**config.mk**
```make
export PLATFORM = sky130hd
export DESIGN_NAME = ex_stage
export DESIGN_NICKNAME = d
export VERILOG_FILES = /design/src/rtl/cpu_pkg.sv /design/src/rtl/ex_mul_seq.sv /design/src/rtl/ex_stage.sv
export SDC_FILE = /design/constraint.sdc
export NUM_CORES = 1
export LEC_CHECK = 0
export ABC_AREA = 1
export BUFFER_PORTS_ARGS = -buffer_cell sky130_fd_sc_hd__buf_2
export CAP_MARGIN = 10
export CELL_PAD_IN_SITES_DETAIL_PLACEMENT = 0
export CELL_PAD_IN_SITES_GLOBAL_PLACEMENT = 1
export CORE_MARGIN = 5
export CORE_UTILIZATION = 42
export CTS_CLUSTER_DIAMETER = 80
export DETAILED_ROUTE_END_ITERATION = 7
export MAX_ROUTING_LAYER = met4
export PLACE_DENSITY_LB_ADDON = 0.1
export SYNTH_ARGS = -nofsm -noshare
export SYNTH_HDL_FRONTEND = slang
export SYNTH_SLANG_ARGS = --single-unit
```
**constraint.sdc**
```tcl
create_clock -name clk_i -period 6.85 [get_ports clk_i]
set_input_delay 0.3425 -clock clk_i [delete_from_list [all_inputs] [get_ports clk_i]]
set_output_delay 0.3425 -clock clk_i [all_outputs]
set_load 0.02 [all_outputs]
```
**src/rtl/cpu_pkg.sv**
```systemverilog
// cpu_pkg: shared widths, ALUOp/funct encodings, ALU-control and multiplier-state enums.
package cpu_pkg;
    localparam int DW = 32;
    localparam logic [1:0] ALUOP_ADD   = 2'b00;
    localparam logic [1:0] ALUOP_SUB   = 2'b01;
    localparam logic [1:0] ALUOP_RTYPE = 2'b10;
    localparam logic [1:0] ALUOP_OR    = 2'b11;
    localparam logic [5:0] FUNCT_ADD = 6'h20;
    localparam logic [5:0] FUNCT_SUB = 6'h22;
    localparam logic [5:0] FUNCT_AND = 6'h24;
    localparam logic [5:0] FUNCT_OR  = 6'h25;
    localparam logic [5:0] FUNCT_SLT = 6'h2A;
    localparam logic [5:0] FUNCT_MUL = 6'h18;

    typedef enum logic [2:0] {ALU_ADD, ALU_SUB, ALU_AND, ALU_OR, ALU_SLT, ALU_MUL, ALU_NOP} alu_ctrl_e;
    typedef enum logic [1:0] {MUL_IDLE, MUL_BUSY, MUL_DONE} mul_state_e;

    typedef struct packed {
        logic          reg_write;
        logic          mem_to_reg;
        logic          mem_write;
        logic          mem_read;
        logic [DW-1:0] result;
        logic [DW-1:0] wdata;
        logic [4:0]    rd;
    } exmem_t;

    function automatic alu_ctrl_e alu_decode(input logic [1:0] op, input logic [5:0] funct);
        return op == ALUOP_ADD ? ALU_ADD :
               op == ALUOP_SUB ? ALU_SUB :
               op == ALUOP_OR  ? ALU_OR  :
               funct == FUNCT_ADD ? ALU_ADD :
               funct == FUNCT_SUB ? ALU_SUB :
               funct == FUNCT_AND ? ALU_AND :
               funct == FUNCT_OR  ? ALU_OR  :
               funct == FUNCT_SLT ? ALU_SLT :
               funct == FUNCT_MUL ? ALU_MUL : ALU_NOP;
    endfunction
endpackage

```
**src/rtl/ex_mul_seq.sv**
```systemverilog
// ex_mul_seq: 32-step shift-add multiplier (low 32 bits) with IDLE/BUSY/DONE control.
module ex_mul_seq import cpu_pkg::*; (
    input  logic          clk_i,
    input  logic          rst_i,
    input  logic          start_i,
    input  logic [DW-1:0] a_i,
    input  logic [DW-1:0] b_i,
    output logic          stall_o,
    output logic [DW-1:0] product_o
);
    mul_state_e    state_q;
    logic [4:0]    cnt_q;
    logic [DW-1:0] a_q, b_q, acc_q;

    always_ff @(posedge clk_i or posedge rst_i) begin
        if (rst_i) begin
            state_q <= MUL_IDLE;
            cnt_q   <= '0;
            a_q     <= '0;
            b_q     <= '0;
            acc_q   <= '0;
        end else begin
            case (state_q)
                MUL_IDLE: if (start_i) begin
                    a_q     <= a_i;
                    b_q     <= b_i;
                    acc_q   <= '0;
                    cnt_q   <= '0;
                    state_q <= MUL_BUSY;
                end
                MUL_BUSY: begin
                    acc_q   <= b_q[0] ? acc_q + a_q : acc_q;
                    a_q     <= a_q << 1;
                    b_q     <= b_q >> 1;
                    cnt_q   <= cnt_q + 5'd1;
                    state_q <= cnt_q == 5'd31 ? MUL_DONE : MUL_BUSY;
                end
                default: state_q <= MUL_IDLE;
            endcase
        end
    end

    // Gated by reset so an aborted multiply releases the pipeline immediately.
    assign stall_o   = !rst_i && ((state_q == MUL_IDLE && start_i) || state_q == MUL_BUSY);
    assign product_o = acc_q;
endmodule

```
**src/rtl/ex_stage.sv**
```systemverilog
// ex_stage: forwarding, ALU and EX/MEM register of the 5-stage CPU.
// Define MUL_EN to enable the stalling sequential multiplier (funct 0x18).
module ex_stage import cpu_pkg::*; (
    input  logic          clk_i,
    input  logic          rst_i,
    input  logic          RegWrite_i,
    input  logic          MemtoReg_i,
    input  logic          MemWrite_i,
    input  logic          MemRead_i,
    input  logic          ALUSrc_i,
    input  logic          RegDst_i,
    input  logic [1:0]    ALUOp_i,
    input  logic [DW-1:0] RSdata_i,
    input  logic [DW-1:0] RTdata_i,
    input  logic [DW-1:0] Sign_extend_i,
    input  logic [4:0]    RSaddr_i,
    input  logic [4:0]    RTaddr_i,
    input  logic [4:0]    RDaddr_i,
    input  logic          WB_RegWrite_i,
    input  logic [4:0]    WB_RDaddr_i,
    input  logic [DW-1:0] WB_data_i,
    output logic          RegWrite_o,
    output logic          MemtoReg_o,
    output logic          MemWrite_o,
    output logic          MemRead_o,
    output logic [DW-1:0] ALUresult_o,
    output logic [DW-1:0] MemWdata_o,
    output logic [4:0]    RDaddr_o,
    output logic          stall_o
);
    exmem_t        exmem_d, exmem_q;
    alu_ctrl_e     ctrl;
    logic [DW-1:0] rs_fwd, rt_fwd, op_b, mul_res, alu_res;

    // EX/MEM beats WB; r0 is never forwarded.
    function automatic logic [DW-1:0] fwd(input logic [4:0] addr, input logic [DW-1:0] id_data,
                                          input exmem_t em, input logic wb_we,
                                          input logic [4:0] wb_rd, input logic [DW-1:0] wb_data);
        return (em.reg_write && em.rd != 5'd0 && em.rd == addr) ? em.result :
               (wb_we && wb_rd != 5'd0 && wb_rd == addr) ? wb_data : id_data;
    endfunction

    assign rs_fwd = fwd(RSaddr_i, RSdata_i, exmem_q, WB_RegWrite_i, WB_RDaddr_i, WB_data_i);
    assign rt_fwd = fwd(RTaddr_i, RTdata_i, exmem_q, WB_RegWrite_i, WB_RDaddr_i, WB_data_i);
    assign op_b   = ALUSrc_i ? Sign_extend_i : rt_fwd;
    assign ctrl   = alu_decode(ALUOp_i, Sign_extend_i[5:0]);

`ifdef MUL_EN
    ex_mul_seq u_mul (
        .clk_i     (clk_i),
        .rst_i     (rst_i),
        .start_i   (ctrl == ALU_MUL),
        .a_i       (rs_fwd),
        .b_i       (rt_fwd),
        .stall_o   (stall_o),
        .product_o (mul_res)
    );
`else
    assign stall_o = 1'b0;
    assign mul_res = '0;
`endif

    always_comb begin
        alu_res = ctrl == ALU_ADD ? rs_fwd + op_b :
                  ctrl == ALU_SUB ? rs_fwd - op_b :
                  ctrl == ALU_AND ? rs_fwd & op_b :
                  ctrl == ALU_OR  ? rs_fwd | op_b :
                  ctrl == ALU_SLT ? {{(DW-1){1'b0}}, $signed(rs_fwd) < $signed(op_b)} :
                  ctrl == ALU_MUL ? mul_res : '0;
        exmem_d = stall_o ? '0 : exmem_t'{reg_write: RegWrite_i, mem_to_reg: MemtoReg_i,
                                          mem_write: MemWrite_i, mem_read: MemRead_i,
                                          result: alu_res, wdata: rt_fwd,
                                          rd: RegDst_i ? RDaddr_i : RTaddr_i};
    end

    always_ff @(posedge clk_i or posedge rst_i) begin
        if (rst_i) exmem_q <= '0;
        else       exmem_q <= exmem_d;
    end

    assign RegWrite_o  = exmem_q.reg_write;
    assign MemtoReg_o  = exmem_q.mem_to_reg;
    assign MemWrite_o  = exmem_q.mem_write;
    assign MemRead_o   = exmem_q.mem_read;
    assign ALUresult_o = exmem_q.result;
    assign MemWdata_o  = exmem_q.wdata;
    assign RDaddr_o    = exmem_q.rd;
endmodule

```
==> results.md, run 1 <==
- Final min period: 4.37 ns
- CTS Buffer Depth: 2
- Crit path launch type: flip-flop
- Share of layout cells above drive strength 1: roughly 26%
- Vias/cell: 5.17
- LEAKAGE: 7.37 nW
- First-pass GRT wire length: between 60 and 70 mm
- Hold path depth: 1
- Final GP Congestion: roughly 1.1
- Clock H-tree levels: 3
- Post-synth EDFFs: 0
- Mean routed wirelength per cell: 19.8 um
- Synth Warn #: 0
- Synth cell types: 48
- R2R Setup Slk: around 2.5 ns
- Ports: 233
- Synth Instances: about 1800
- Post-DP HPWL: 38.3 mm
- DR iter-0 viols: 1139
- Placed inst area: 12200 um2
- Worst-Margin Slew: 0.875 ns
- Synth-to-layout area growth: 14.1%
- Register area: between 1500 and 2000 um2
- Syn avg cell area: 6.04 um2
- Core Util, Final: 48.4%
- Hold violation total from the final report: 0
- Relative slew slack: about two fifths
- DRC Markers: 0
- Initial core utilization: 42.4%
- Worst vdd ir: 0.0968 mV
- Num rows: 59
- Clk Latency, worst-skew pair: 0.36 ns
- Hold Crit Start: MemRead_i
- DIE AREA: slightly below 30000 um2
- Most used DFF post-synth: dfrtp_1
- Initial antenna violation count: 1
- PostCTS Resize Cnt: 0
- Vias: about 12000
- Worst-path clk slew: 0.07 ns
- Sequential share of the synthesized area: 16.6%
- Reg2Reg Depth: 21
- TritonCTS clock tree: built
- Fillcell total: 2855
- Die X-Extent: 172 um
- Worst-path fanout max: 33
- RSZ-0062 raised after global routing: false
- Setup TNS Final: 0 ns
- Crit end category: flip-flop
- Core area: between 20000 and 30000 um2
- RR Startpoint: RDaddr_o[0]$_DFF_PP0_
- Number of global-route vias before repair: roughly 12000
- HP Class: input port to flip-flop
- Hold Path Sink: MemRead_o$_DFF_PP0_
- Largest net degree at the start of global routing: 65
- Root buf cell: clkbuf_16
- Port Buf Inserts: 231
- CTS Buf Count: 9
- Mapped Area: 11000 um2
- Non-Filler Instances: about 2400
- CP Class: flip-flop to flip-flop
- Clock sink total: 73
- Global-route usage over all layers: 31.7%
- Slew Limit Fails: 0
- Status: finished clean
- Final setup viols: 0
- DIE HEIGHT: between 150 and 200 um
- Multi-input logic area: 7540 um2
- Final ANT Viol Nets: 0
- Critical Path RT: between 7 and 8 ns
- Fmax: 0.229 GHz
- Postcts setup bufs: 0
- Drt pass-1 iters: 5
- Total placed cells including tap cells: 2333
- Global route total overflow: 0
- Arrival @ worst endpoint: 4.58 ns
- Flops & latches, synth: 73
- MaxCap Viol Count: 0
- Reg-to-reg endpoint: ALUresult_o[28]$_DFF_PP0_
- Overall power: ~2.3 mW
- Syn_nets: 2077
- Nets: 2267
- Post-route cell area: 12500 um2
- Pwr Density: approximately 180 nW/um2
- Final setup skew: around 0.019 ns
- WL final: between 40 and 50 mm
- Post-synth ARST share: 100%
- Period Utilization, post-route: 63.8%
## per-layer routing
| metal | vias to the layer above | global-route usage (%) | wire length (um) |
|---|---|---|---|
| met3 | 65 | 7.52 | 4690 |
| met2 | 514 | 45.4 | 19200 |
| li1 | 5986 | - | - |
| met4 | 0 | 8.27 | 1190 |
| met5 | - | - | 0 |
| met1 | 5592 | 44.8 | 21500 |
## Yosys cell counts, types with 2 or more instances
master,count,area [um2]
nand2_2,105,657
xnor2_1,11,96.3
o21ai_0,67,335
nor3_2,2,20.0
o21ai_2,32,280
ha_1,96,1200
nand2_4,3,33.8
o21a_1,2,15.0
o21ai_1,3,15.0
a21oi_1,62,310
nor3_1,15,75.1
buf_1,3,11.3
nand3_2,36,360
o21bai_1,13,97.6
nand2_1,564,2120
nand4_1,40,250
fa_1,2,40.0
buf_4,9,67.6
a21boi_0,2,15.0
nor2_2,3,18.8
buf_12,3,60.1
buf_6,6,67.6
nand3_1,111,556
nand3b_1,2,15.0
and2_1,6,37.5
dfrtp_1,73,1830
or2_2,9,56.3
buf_2,28,140
xor2_1,33,289
inv_1,263,987
inv_2,66,248
clkbuf_1,9,33.8
nor4_1,3,18.8
mux2_2,4,45.0
nor2_1,111,417
or2_0,11,68.8
## repair_timing
action | CTS | global route
hold buffers | 1 | 0
setup endpoints to repair | 0 | 0
endpoints found under the hold margin | 17 | 0
## how the worst max path moves through the flow
stage | from | to | slack (ns)
finish | RDaddr_o[0]$_DFF_PP0_ | ALUresult_o[28]$_DFF_PP0_ | 2.48
global route | RDaddr_o[1]$_DFF_PP0_ | ALUresult_o[22]$_DFF_PP0_ | 2.23
CTS | RDaddr_o[1]$_DFF_PP0_ | ALUresult_o[30]$_DFF_PP0_ | 2.60
detailed placement | RTaddr_i[1] | ALUresult_o[30]$_DFF_PP0_ | 2.59
global placement | RTaddr_i[0] | ALUresult_o[30]$_DFF_PP0_ | 2.59
floorplan | RDaddr_o[1]$_DFF_PP0_ | ALUresult_o[28]$_DFF_PP0_ | 3.79
## cell type report
cell class,count,share of cell area [%]
Multi-Input combinational cell,1357,60.1
Clock inverter,5,0.449
Sequential cell,73,14.6
Tap cell,335,3.34
Inverter,331,9.98
Clock buffer,10,1.91
Timing Repair Buffer,238,9.66
Antenna cell,1,0.0200
## critical path, stage by stage (launching register included)
cell and delay (ns):
dfrtp_1 0.42, nor2_1 0.12, nand2_1 0.07, o21ai_2 0.14, nor3_1 0.07, nand2_2 0.05, buf_4 0.46, inv_2 0.42
nand2_1 0.17, nand2_2 0.07, nand2_2 0.06, nand2_2 0.11, ha_1 0.51, nand2_1 0.25, o21ai_0 0.58, nand2_1 0.10
nand2_1 0.17, a21oi_1 0.11, nand2_1 0.08, nand2_1 0.05, nand3_1 0.10, nand3_1 0.11
## metrics by stage
stage | hold slack, ns | setup slack (ns)
6_report | 0.0957 | 2.48
5_1_grt | 0.0887 | 2.23
4_1_cts | 0.0904 | 2.60
3_5_place_dp | 0.338 | 2.59
3_3_place_gp | 0.329 | 2.59
2_1_floorplan | 0.374 | 3.79
## layout by cell type, fill, tap and decap left out, types with 4 or more instances in the layout
| cell type | Yosys | routed |
|---|---|---|
| nand2_1 | 564 | 563 |
| inv_1 | 263 | 262 |
| buf_2 | 28 | 231 |
| nor2_1 | 111 | 111 |
| nand3_1 | 111 | 111 |
| nand2_2 | 105 | 106 |
| ha_1 | 96 | 96 |
| dfrtp_1 | 73 | 73 |
| o21ai_0 | 67 | 67 |
| inv_2 | 66 | 66 |
| a21oi_1 | 62 | 62 |
| nand4_1 | 40 | 40 |
| nand3_2 | 36 | 36 |
| xor2_1 | 33 | 33 |
| o21ai_2 | 32 | 32 |
| nor3_1 | 15 | 15 |
| o21bai_1 | 13 | 13 |
| xnor2_1 | 11 | 11 |
| or2_0 | 11 | 11 |
| or2_2 | 9 | 9 |
| clkbuf_16 | 0 | 9 |
| and2_1 | 6 | 6 |
| buf_4 | 9 | 6 |
| mux2_2 | 4 | 4 |
## power breakdown
| part | switching, mW | internal, mW |
|---|---|---|
| clock network | 0.216 | 0.290 |
| logic | 0.850 | 0.369 |
| registers | 0.0655 | 0.491 |
## logic make-up after synthesis
kind of cell,count (synthesis),share of synthesized area [%]
flip-flops,73,16.6
XOR/XNOR,44,3.50
AO/OA/AOI/OAI,183,9.85
other,1,0.0341
buffers and inverters,390,14.9
AND/OR/NAND/NOR,1027,43.4
adder cells (fa/ha/maj),98,11.3
multiplexers,4,0.410
## registers in the layout, summed over array words and instances (netlist names)
register,cells
MemRead_o,1
ALUresult_o,32
MemWrite_o,1
MemtoReg_o,1
RDaddr_o,5
RegWrite_o,1
MemWdata_o,32
Power figures use the tool's default switching activity.
==> inputs of run 2 (changes only) <==
--- a/config.mk
+++ b/config.mk
@@ -5,13 +5,13 @@
 export SDC_FILE = /design/constraint.sdc
 export NUM_CORES = 1
 export LEC_CHECK = 0
-export ABC_AREA = 1
+export ABC_AREA = 0
 export BUFFER_PORTS_ARGS = -buffer_cell sky130_fd_sc_hd__buf_2
 export CAP_MARGIN = 10
 export CELL_PAD_IN_SITES_DETAIL_PLACEMENT = 0
 export CELL_PAD_IN_SITES_GLOBAL_PLACEMENT = 1
 export CORE_MARGIN = 5
-export CORE_UTILIZATION = 42
+export CORE_UTILIZATION = 36
 export CTS_CLUSTER_DIAMETER = 80
 export DETAILED_ROUTE_END_ITERATION = 7
 export MAX_ROUTING_LAYER = met4
==> constraint.sdc (replaced) <==
create_clock -name clk_i -period 3.85 [get_ports clk_i]
set_input_delay 0.1925 -clock clk_i [delete_from_list [all_inputs] [get_ports clk_i]]
set_output_delay 0.1925 -clock clk_i [all_outputs]
set_load 0.02 [all_outputs]
==> run 2 against run 1 <==
  * Sequential power grew 72%
  * Critical path type unchanged
  * Largest power group unchanged
  * Synthesized cell count is 38% lower
  * First-iteration DRC count fell by 41%
  * Cell area increased by 17%
  * Die area fell by 5.2%
  * The flow now finishes with violations (setup timing)
==> results.md, run 2 <==
- Status: finished, violations left
- Failing checks: setup timing
- Fin Hold WS: 0.0689 ns (-0.0268 ns)
- Post-DP HPWL: 30.7 mm (-20%)
- Non-Filler Instances: 2028 (-14%)
- Vias/cell: 5.32 (+2.7%)
- MaxCap Viol Count: 0 (unchanged)
- Synth-to-layout area growth: 64.3%
- Fillcell total: 2259 (-21%)
- Post-synth ARST share: 100% (unchanged)
- Syn_nets: 1386 (-33%)
- Largest net degree at the start of global routing: 39 (-40%)
- Clock sink total: 73 (unchanged)
- Port Buf Inserts: 231 (unchanged)
- Clock H-tree levels: 3 (unchanged)
- Slew Limit Fails: 0 (unchanged)
- Root buf cell: clkbuf_16
- Final setup viols: 25 (+25)
- Mean routed wirelength per cell: 19.2 um (-3.2%)
- DP Worst Slack: -0.762 ns (-3.35 ns)
- Yosys top cell area share: 20.5% (+1.3 points)
- Synth Warn #: 0 (unchanged)
- Vias: 10800 (-11%)
- Combinational family with the most area after synthesis: compound AO/OA/AOI/OAI gates
- Post-Synth Adder-Cell Area: 13.9% (+2.7 points)
- CTS Buf Count: 9 (unchanged)
- Number of global-route vias before repair: 10700 (-7.3%)
- Nets: 1956 (-14%)
- Final setup skew: 0.0139 ns (-0.00462 ns)
- Synth cell types: 77 (+60%)
- Synth area leaders: dfrtp_1, ha_1, mux2i_1
- Setup TNS Final: -7.88 ns (-7.88 ns)
- Synth Instances: 1129 (-38%)
- Worst vdd ir: 0.163 mV (+69%)
- Core area: 24300 um2 (-6.1%)
- WL final: 38.9 mm (-16%)
- Mapped Area: 8900 um2 (-19%)
- Total placed cells including tap cells: 1959 (-16%)
- Simple-gate share of the synthesized area: 14.4% (-29 points)
- Drt pass-1 iters: 5 (unchanged)
- Relative slew slack: 49.1% (+7.5 points)
- Setup slack after layout: -0.500 ns (-2.98 ns)
- Antenna cells: 0 (-1)
- Leading cell type in the layout, fill and taps excluded: buf_4
- Die X-Extent: 167 um (-2.6%)
- Ports: 233 (unchanged)
- Post-synth EDFFs: 0 (unchanged)
- Final GP Congestion: 0.946 (-16%)
- Arrival @ worst endpoint: 4.58 ns (about the same)
- Most used DFF post-synth: dfrtp_1
- Flops & latches, synth: 73 (unchanged)
- Fmax: 0.230 GHz (+0.40%)
- First-pass GRT wire length: 59.4 mm (-14%)
- XOR/XNOR share of the synthesized area: 2.56% (-0.95 points)
- Top-count cell post-synth: a21oi_1
- Most frequent cells in the layout: buf_4, buf_2, nand2_1
- Final min period: 4.35 ns (-0.0175 ns)
- Post-synthesis mux area share: 12.3% (+12 points)
- CP Class: flip-flop to flip-flop
- Num rows: 57 (-3.4%)
- Multi-input logic area: 7430 um2 (-1.4%)
- Global-route usage over all layers: 27.0% (-4.7 points)
- Global route total overflow: 0 (unchanged)
- TritonCTS clock tree: built
- Synth cell count leaders: a21oi_1, ha_1, nand2_1, inv_1, o21ai_0
- Worst-path clk slew: 0.07 ns (about the same)
- DR iter-0 viols: 668 (-41%)
- Worst-path fanout max: 6 (-82%)
- Initial antenna violation count: 0 (-1)
- Final ANT Viol Nets: 0 (unchanged)
- Share of layout cells above drive strength 1: 48.7% (+23 points)
- Clk Latency, worst-skew pair: 0.36 ns (about the same)
- Initial core utilization: 36.6% (-5.8 points)
- DIE HEIGHT: 167 um (-2.6%)
- CTS Buffer Depth: 2 (unchanged)
- DIE AREA: 28000 um2 (-5.2%)
- Pwr Density: 305 nW/um2 (+68%)
- Compound-Gate Fraction of Synth Area: 29.0% (+19 points)
- Period Utilization, post-route: 113% (+49 points)
- Worst-Margin Slew: 0.763 ns (-0.112 ns)
- Hold violation total from the final report: 0 (unchanged)
- Synth area leader: dfrtp_1
- Crit end category: flip-flop
- LEAKAGE: 6.81 nW (-7.5%)
- Critical Path RT: 4.08 ns (-2.99 ns)
- RSZ-0062 raised after global routing: true
- Crit path launch type: flip-flop
- DRC Markers: 0 (unchanged)
- Sequential share of the synthesized area: 20.5% (+3.9 points)
- Syn avg cell area: 7.89 um2 (+31%)
- HP Class: input port to flip-flop
- Register area: 1830 um2 (+0.27%)
## run 2: cell types whose count changed in the layout (fill, tap and decap cells not counted), sizes merged, moves of 27 or more
cell    previous run  this run
a211oi             0        27
a21oi             63       112
o21a               2        32
mux2i              0        68
nand2            673        96
nor2             115        69
nand4             40         6
mux2               4        37
nand3            148        20
buf              237       625
inv              329        93
## run 2: layout make-up
type	instances	share of cell area [%]
multi-input combinational	889	50.8
timing repair buffer	630	29.5
sequential	73	12.5
tap	324	2.77
inverter	96	2.50
clock buffer	11	1.66
clock inverter	5	0.214
## run 2: worst max-delay path: stages, from the launching register on
cell	delay, ns
dfrtp_2	0.40
or4_4	0.55
o21ai_4	0.21
nor4_4	0.06
buf_12	0.15
nand2_2	0.08
o21ai_4	0.05
mux2_4	0.31
ha_4	0.18
fa_2	0.38
a211oi_4	0.28
o21ai_1	0.11
a21o_1	0.21
a41oi_2	0.18
buf_6	0.17
o31a_1	0.24
o21ai_2	0.11
a211oi_2	0.25
xor2_1	0.17
o22ai_1	0.11
## run 2: kinds of logic (layout without fill, tap and decap cells)
kind of cell,after synthesis,after routing
DFF,73,73
muxes,105,105
other,1,1
and+or+nand+nor,272,272
adders and majority gates,98,98
AOI/OAI and AO/OA,387,387
buffers and inverters,167,742
xor gates and xnor gates,26,26
## run 2: path summary, 6_finish.rpt
kind                                               start                         to  slack, ns  depth (start not counted)
min in group asynchronous                          rst_i   MemWdata_o[17]$_DFF_PP0_       0.49                          3
worst max register to register     RDaddr_o[1]$_DFF_PP0_  ALUresult_o[30]$_DFF_PP0_      -0.50                         19
worst max-delay path               RDaddr_o[1]$_DFF_PP0_  ALUresult_o[30]$_DFF_PP0_      -0.50                         19
worst min-delay path                         RDaddr_i[0]      RDaddr_o[0]$_DFF_PP0_       0.07                          2
worst min register to register  ALUresult_o[4]$_DFF_PP0_    MemWdata_o[4]$_DFF_PP0_       0.54                          2
max in group asynchronous                          rst_i   MemWdata_o[18]$_DFF_PP0_       2.32                          4
## run 2: routing by layer
layer,track usage [%],up-vias,routed length (um)
met2,42.9,349,17700
met3,4.95,48,2500
met5,-,-,0
met4,6.42,0,778
met1,35.9,5156,17800
li1,-,5226,-
## run 2: metrics by stage
stage	instance area [um2]	power (mW)	utilization, %
2_1_floorplan	9080	2.11	-
3_3_place_gp	13000	3.20	53.6
3_5_place_dp	13000	3.20	53.6
4_1_cts	14100	4.28	57.8
5_1_grt	14600	4.70	60.1
6_report	14600	4.46	60.1
## run 2: repair_timing
item                                    CTS  global route
gates resized for setup                 111            88
pin swaps                                32            69
setup buffers                            20            31
endpoints found under the setup margin   26            27
hold buffers                              5             0
hold endpoints to repair                 39             0
## run 2: where the power goes
part           switching [mW]  internal, mW
clock                   0.407         0.454
combinational            1.36          1.28
sequential             0.0867         0.869
